===== config.mk =====
export PLATFORM = sky130hd
export DESIGN_NAME = imm_gen_pipe_flat
export DESIGN_NICKNAME = d
export VERILOG_FILES = /design/src/rtl/imm_gen_pipe_if.sv /design/src/rtl/imm_gen_pipe.sv /design/src/flat_wrapper.sv
export SDC_FILE = /design/constraint.sdc
export NUM_CORES = 1
export LEC_CHECK = 0
export CORE_MARGIN = 3
export CORE_UTILIZATION = 53
export DETAILED_ROUTE_END_ITERATION = 6
export PLACE_DENSITY_LB_ADDON = 0.25
export SETUP_SLACK_MARGIN = 0.02
export SLEW_MARGIN = 10
export SYNTH_ARGS = -nofsm -noshare
export SYNTH_HDL_FRONTEND = slang
export SYNTH_SLANG_ARGS = --single-unit

===== constraint.sdc =====
create_clock -name clk -period 8.5 [get_ports clk]
set_clock_uncertainty 0.15 [all_clocks]
set_input_delay 2.125 -clock clk [delete_from_list [all_inputs] [get_ports clk]]
set_output_delay 2.125 -clock clk [all_outputs]
set_load 0.05 [all_outputs]

===== src/rtl/imm_gen_pipe_if.sv =====
// Handshake bundle for imm_gen_pipe: instruction in, extended immediate out.
// master = instruction source / result sink, slave = the generator.
interface imm_gen_pipe_if #(
    parameter int XLEN = 64,
    parameter int ERRW = 8
);
    logic            in_valid;
    logic            in_ready;
    logic [31:0]     instruction;
    logic            out_valid;
    logic            out_ready;
    logic [XLEN-1:0] imm;
    logic [2:0]      fmt;
    logic            illegal;
    logic [ERRW-1:0] err_cnt;

    modport master (
        output in_valid, instruction, out_ready,
        input  in_ready, out_valid, imm, fmt, illegal, err_cnt
    );

    modport slave (
        input  in_valid, instruction, out_ready,
        output in_ready, out_valid, imm, fmt, illegal, err_cnt
    );
endinterface


===== src/rtl/imm_gen_pipe.sv =====
// Registered RISC-V immediate generator behind a 2-entry skid buffer.
// Optional IMMGEN_CSR_ZIMM_EN: CSR immediate forms (inst[14]=1) yield fmt 6 / zimm.
//   state    | meaning
//   ST_EMPTY | no result held
//   ST_ONE   | OUT holds a result, SKID empty
//   ST_FULL  | OUT and SKID both hold results, in_ready low
module imm_gen_pipe #(
    parameter int XLEN = 64,
    parameter int ERRW = 8
) (
    input logic         clk,
    input logic         reset,
    imm_gen_pipe_if.slave bus
);
    typedef enum logic [1:0] {ST_EMPTY, ST_ONE, ST_FULL} state_t;

    state_t          r_state, w_state_nxt;
    logic [XLEN-1:0] r_out_imm, r_skid_imm;
    logic [2:0]      r_out_fmt, r_skid_fmt;
    logic [ERRW-1:0] r_err_cnt;

    logic [31:0]     w_inst;
    logic [31:0]     w_imm32;
    logic [2:0]      w_fmt;
    logic [XLEN-1:0] w_imm;
    logic            w_accept, w_consume;
    logic            w_load_out_new, w_load_out_skid, w_load_skid;
    logic            w_unused_funct3;

    assign w_inst          = bus.instruction;
    assign w_unused_funct3 = ^w_inst[14:12];

    always_comb begin
        w_fmt   = 3'd7;
        w_imm32 = '0;
        case (w_inst[6:0])
            7'b0000011, 7'b0010011, 7'b0011011, 7'b1100111: begin
                w_fmt   = 3'd1;
                w_imm32 = {{20{w_inst[31]}}, w_inst[31:20]};
            end
            7'b1110011: begin
`ifdef IMMGEN_CSR_ZIMM_EN
                if (w_inst[14]) begin
                    w_fmt   = 3'd6;
                    w_imm32 = {27'b0, w_inst[19:15]};
                end else begin
                    w_fmt   = 3'd1;
                    w_imm32 = {{20{w_inst[31]}}, w_inst[31:20]};
                end
`else
                w_fmt   = 3'd1;
                w_imm32 = {{20{w_inst[31]}}, w_inst[31:20]};
`endif
            end
            7'b0100011: begin
                w_fmt   = 3'd2;
                w_imm32 = {{20{w_inst[31]}}, w_inst[31:25], w_inst[11:7]};
            end
            7'b1100011: begin
                w_fmt   = 3'd3;
                w_imm32 = {{19{w_inst[31]}}, w_inst[31], w_inst[7], w_inst[30:25], w_inst[11:8], 1'b0};
            end
            7'b0110111, 7'b0010111: begin
                w_fmt   = 3'd4;
                w_imm32 = {w_inst[31:12], 12'b0};
            end
            7'b1101111: begin
                w_fmt   = 3'd5;
                w_imm32 = {{11{w_inst[31]}}, w_inst[31], w_inst[19:12], w_inst[20], w_inst[30:21], 1'b0};
            end
            7'b0110011, 7'b0111011: begin
                w_fmt   = 3'd0;
                w_imm32 = '0;
            end
            default: begin
                w_fmt   = 3'd7;
                w_imm32 = '0;
            end
        endcase
    end

    // Every format is already correct as a signed 32-bit value; widen from bit 31.
    assign w_imm = XLEN'($signed(w_imm32));

    assign bus.in_ready  = (r_state != ST_FULL);
    assign bus.out_valid = (r_state != ST_EMPTY);
    assign bus.imm       = r_out_imm;
    assign bus.fmt       = r_out_fmt;
    assign bus.illegal   = (r_out_fmt == 3'd7);
    assign bus.err_cnt   = r_err_cnt;

    assign w_accept  = bus.in_valid && bus.in_ready;
    assign w_consume = bus.out_valid && bus.out_ready;

    always_ff @(posedge clk or posedge reset) begin
        if (reset) r_state <= ST_EMPTY;
        else       r_state <= w_state_nxt;
    end

    always_comb begin
        w_state_nxt     = r_state;
        w_load_out_new  = 1'b0;
        w_load_out_skid = 1'b0;
        w_load_skid     = 1'b0;
        case (r_state)
            ST_EMPTY: begin
                if (w_accept) begin
                    w_load_out_new = 1'b1;
                    w_state_nxt    = ST_ONE;
                end
            end
            ST_ONE: begin
                if (w_accept && w_consume) begin
                    w_load_out_new = 1'b1;
                end else if (w_accept) begin
                    w_load_skid = 1'b1;
                    w_state_nxt = ST_FULL;
                end else if (w_consume) begin
                    w_state_nxt = ST_EMPTY;
                end
            end
            ST_FULL: begin
                if (w_consume) begin
                    w_load_out_skid = 1'b1;
                    w_state_nxt     = ST_ONE;
                end
            end
            default: w_state_nxt = ST_EMPTY;
        endcase
    end

    always_ff @(posedge clk or posedge reset) begin
        if (reset) begin
            r_out_imm  <= '0;
            r_out_fmt  <= '0;
            r_skid_imm <= '0;
            r_skid_fmt <= '0;
        end else begin
            if (w_load_out_new) begin
                r_out_imm <= w_imm;
                r_out_fmt <= w_fmt;
            end else if (w_load_out_skid) begin
                r_out_imm <= r_skid_imm;
                r_out_fmt <= r_skid_fmt;
            end
            if (w_load_skid) begin
                r_skid_imm <= w_imm;
                r_skid_fmt <= w_fmt;
            end
        end
    end

    // Counted on acceptance so a stalled output does not hide a bad opcode.
    always_ff @(posedge clk or posedge reset) begin
        if (reset) begin
            r_err_cnt <= '0;
        end else if (w_accept && (w_fmt == 3'd7) && (r_err_cnt != {ERRW{1'b1}})) begin
            r_err_cnt <= r_err_cnt + 1'b1;
        end
    end
endmodule


===== src/flat_wrapper.sv =====
// flat-port wrapper written by rule: the top's interface ports become plain ports
module imm_gen_pipe_flat 
#(
    parameter int XLEN = 64,
    parameter int ERRW = 8
)
  (clk, reset, bus_in_valid, bus_instruction, bus_out_ready, bus_in_ready, bus_out_valid, bus_imm, bus_fmt, bus_illegal, bus_err_cnt);
  imm_gen_pipe_if #(.XLEN(XLEN), .ERRW(ERRW)) bus_i ();
  input logic clk;
  input logic reset;
  input wire logic [$bits(bus_i.in_valid)-1:0] bus_in_valid;
  input wire logic [$bits(bus_i.instruction)-1:0] bus_instruction;
  input wire logic [$bits(bus_i.out_ready)-1:0] bus_out_ready;
  output wire logic [$bits(bus_i.in_ready)-1:0] bus_in_ready;
  output wire logic [$bits(bus_i.out_valid)-1:0] bus_out_valid;
  output wire logic [$bits(bus_i.imm)-1:0] bus_imm;
  output wire logic [$bits(bus_i.fmt)-1:0] bus_fmt;
  output wire logic [$bits(bus_i.illegal)-1:0] bus_illegal;
  output wire logic [$bits(bus_i.err_cnt)-1:0] bus_err_cnt;
  assign bus_i.in_valid = bus_in_valid;
  assign bus_i.instruction = bus_instruction;
  assign bus_i.out_ready = bus_out_ready;
  assign bus_in_ready = bus_i.in_ready;
  assign bus_out_valid = bus_i.out_valid;
  assign bus_imm = bus_i.imm;
  assign bus_fmt = bus_i.fmt;
  assign bus_illegal = bus_i.illegal;
  assign bus_err_cnt = bus_i.err_cnt;
  imm_gen_pipe #(.XLEN(XLEN), .ERRW(ERRW)) u_core (.clk(clk), .reset(reset), .bus(bus_i));
endmodule

==> impl_metrics.toml <==
[timing]
worst_pin_slew_ns = 1.035
maxSlewViolCount = 0
hold_viol_final = 0
setup-tns-final_ns = 0
max_freq_ghz = 0.2174
min_period_ns = 4.600
rsz0062_at_grt = "false"
relSlewSlack = 0.3073
finalSetupViolations = 0
period_share = 0.5411

[place]
place_area_mm2 = 0.005250
place_congestion = 0.8477
dpl.cell_count = 584
hpwl_um = 6794
place.port_buffers = 113

[clocking]
cts_sinks = 80
cts_tree = "yes"
postCtsHoldBufs = 0
clk_latency_ns = 0.35
ctsResizeCount = 0
post_cts_buffers = 0
h-tree-depth = 3
clkTransAtPathRegs_ns = 0.08
clockBufferDepth = 2
cts_root_buf = "clkbuf_8"
cts_buffers = 9

[synthesis]
syn_area_mm2 = 0.004358
synthTopCellsByCount = "dfrtp_1 (80), nand2_1 (55), buf_4 (37), o211ai_1 (32), mux2i_1 (27)"
synth_warnings = 0
ys_ff_latch = 80
syn_nets = 463
synth-edff-count = 0
async_flop_share = 1.000
avgSynthCellArea_um2 = 10.23
synth.area.top_cells = "dfrtp_1 (46%), buf_4 (6.4%), mux2i_1 (6.2%), o211ai_1 (5.5%), nand2_1 (4.7%)"
yosysUniqueCellTypes = 58
synthCells = 426
synth_top_area_frac = 0.4594
synth.most_common_cell = "dfrtp_1"
synth_top_cell_by_area = "dfrtp_1"
ys_seq_area_frac = 0.4594
yosys_most_used_dff = "dfrtp_1"

[setup_path]
cpMaxStageDelayCell = "and2_2"
worst_setup_path_end_kind = "flip-flop"
path_cells = "clkdlybuf4s50_1 > nor2b_2 > and2_2 > nand2_1 > o21bai_1 > o211ai_1"
worst-path-buf-inv = 1
cp.arrival_ns = 4.71
critical-path-top-delay-family = "simple AND/OR/NAND/NOR gates"
cp_max_fo = 58
critPathLaunchType = "input port"
crit_type = "input port to flip-flop"
cpPeakStageDelay_ns = 0.88
rr_startpoint = "u_core.r_state[1]$_DFFE_PP0P_"
critPathLaunch = "bus_in_valid"
crit_required_ns = 8.61

[min_path]
hold_path_class = "flip-flop to flip-flop"
min-delay-start = "u_core.r_skid_imm[0]$_DFFE_PP0P_"

[die]
start_util = 0.5553
dieArea_mm2 = 0.009347
dieHeight_um = 96.68
chipWidth_um = 96.68
ioPinCount = 114
rows = 32
core_mm2 = 0.007848

[drt]
first_pass_iters = 4
wl_per_cell_um = 16.88
dr.first_iter.drc_count = 143
ant_nets = 0
routed_wl_um = 10130
dr_total_vias = 3491
drc = 0
routed_via_density = 5.818

[global_route]
antenna_found_initial = 0
overflow = 0
grt_pass1_vias = 3303
grt_max_degree = 81
grt_pass1_wl_um = 16820
grt_usage = 0.2169

[job]
maxCapViolCount = 0

[power_and_ir_drop]
ir_drop_v = 0.0002024
power.density_mw_per_mm2 = 205.1
power.leakage_nw = 2.370

[final_layout]
layout-drive-gt1-share = 0.09839
final_nets = 530
fin_area_mm2 = 0.005433
antenna_cells = 0
area_growth_pct = 24.66
final_cells = 600

[outcome]
status = "finished clean"
-- where the power goes --
part	switching (mW)	internal [mW]
clock	0.143	0.117
sequential	0.0382	0.427
combinational	0.250	0.139
total	0.431	0.683
-- worst reg2reg max path: cells and delay by family (launching register included) --
family | cells | cell delay, ns
AOI/OAI and AO/OA | 2 | 0.66
DFF | 1 | 0.44
and+or+nand+nor | 3 | 1.33
-- flip-flops by register name, indices dropped and copies added (netlist names) --
| signal | flops |
|---|---|
| u_core.r_skid_imm | 32 |
| u_core.bus.err_cnt | 8 |
| u_core.r_skid_fmt | 3 |
| u_core.bus.imm | 32 |
| u_core.r_state | 2 |
| u_core.bus.fmt | 3 |
-- kinds of logic after synthesis --
group,synth area share
AO/OA/AOI/OAI,0.1909
XOR/XNOR,0.01005
adder cells (fa/ha/maj),0.002871
buffers and inverters,0.09388
flip-flops,0.4594
multiplexers,0.09302
AND/OR/NAND/NOR,0.1499
-- final timing paths --
check,to,slack [ns],cells past startpoint
max,u_core.bus.imm[23]$_DFFE_PP0P_,3.90,6
min,u_core.r_skid_imm[0]$_DFFE_PP0P_,0.33,2
max reg2reg,u_core.bus.imm[23]$_DFFE_PP0P_,5.82,5
min reg2reg,u_core.r_skid_imm[0]$_DFFE_PP0P_,0.33,2
max in group asynchronous,u_core.bus.imm[2]$_DFFE_PP0P_,5.32,3
min in group asynchronous,u_core.bus.imm[18]$_DFFE_PP0P_,2.26,3
-- cell usage in the layout, fill, tap and decap left out, types with 3 or more instances in the layout --
cell               n
nand4_1            3
nor2_1            18
inv_1              3
nand2b_1           3
a22o_1             7
nor3_2             3
and3_1             6
mux2_1             3
buf_4              3
mux2i_1           27
o2bb2ai_1          7
a22oi_1            5
nand3_1           16
xnor2_1            3
o21ai_0           13
o211ai_1          32
a21oi_1           15
dfrtp_1           80
mux2_2             9
nand2_1           54
clkdlybuf4s50_1  113
clkbuf_8          10
a221o_1            8
or2_2              3
nor2b_1            4
-- layer usage --
| layer | part of all wire | track usage |
|---|---|---|
| met1 | 0.44 | 0.3002 |
| met2 | 0.49 | 0.3397 |
| met3 | 0.052 | 0.04903 |
| met4 | 0.018 | 0.07127 |
| met5 | 0 | 0 |
-- final cells by class --
cell class / instances / area [um2]
Inverter: 4 / 16.27
Timing Repair Buffer: 116 / 1154
Multi-Input combinational cell: 282 / 1951
Clock buffer: 11 / 141.4
Clock inverter: 5 / 41.29
Fill cell: 634 / 2415
Sequential cell: 80 / 2002
Tap cell: 102 / 127.6
-- stage by stage --
stage                       util  hold slack, ns  setup slack (ns)  total power, mW
after floorplan                -          0.2960             4.173           0.7444
after global placement    0.6690          0.3095             3.677           0.8562
after detailed placement  0.6690          0.3208             3.548           0.8651
after CTS                 0.6923          0.3385             3.906            1.123
after global routing      0.6923          0.3637             3.657            1.168
final                     0.6923          0.3324             3.901            1.114
No activity file was read; power rests on OpenSTA's default activity.
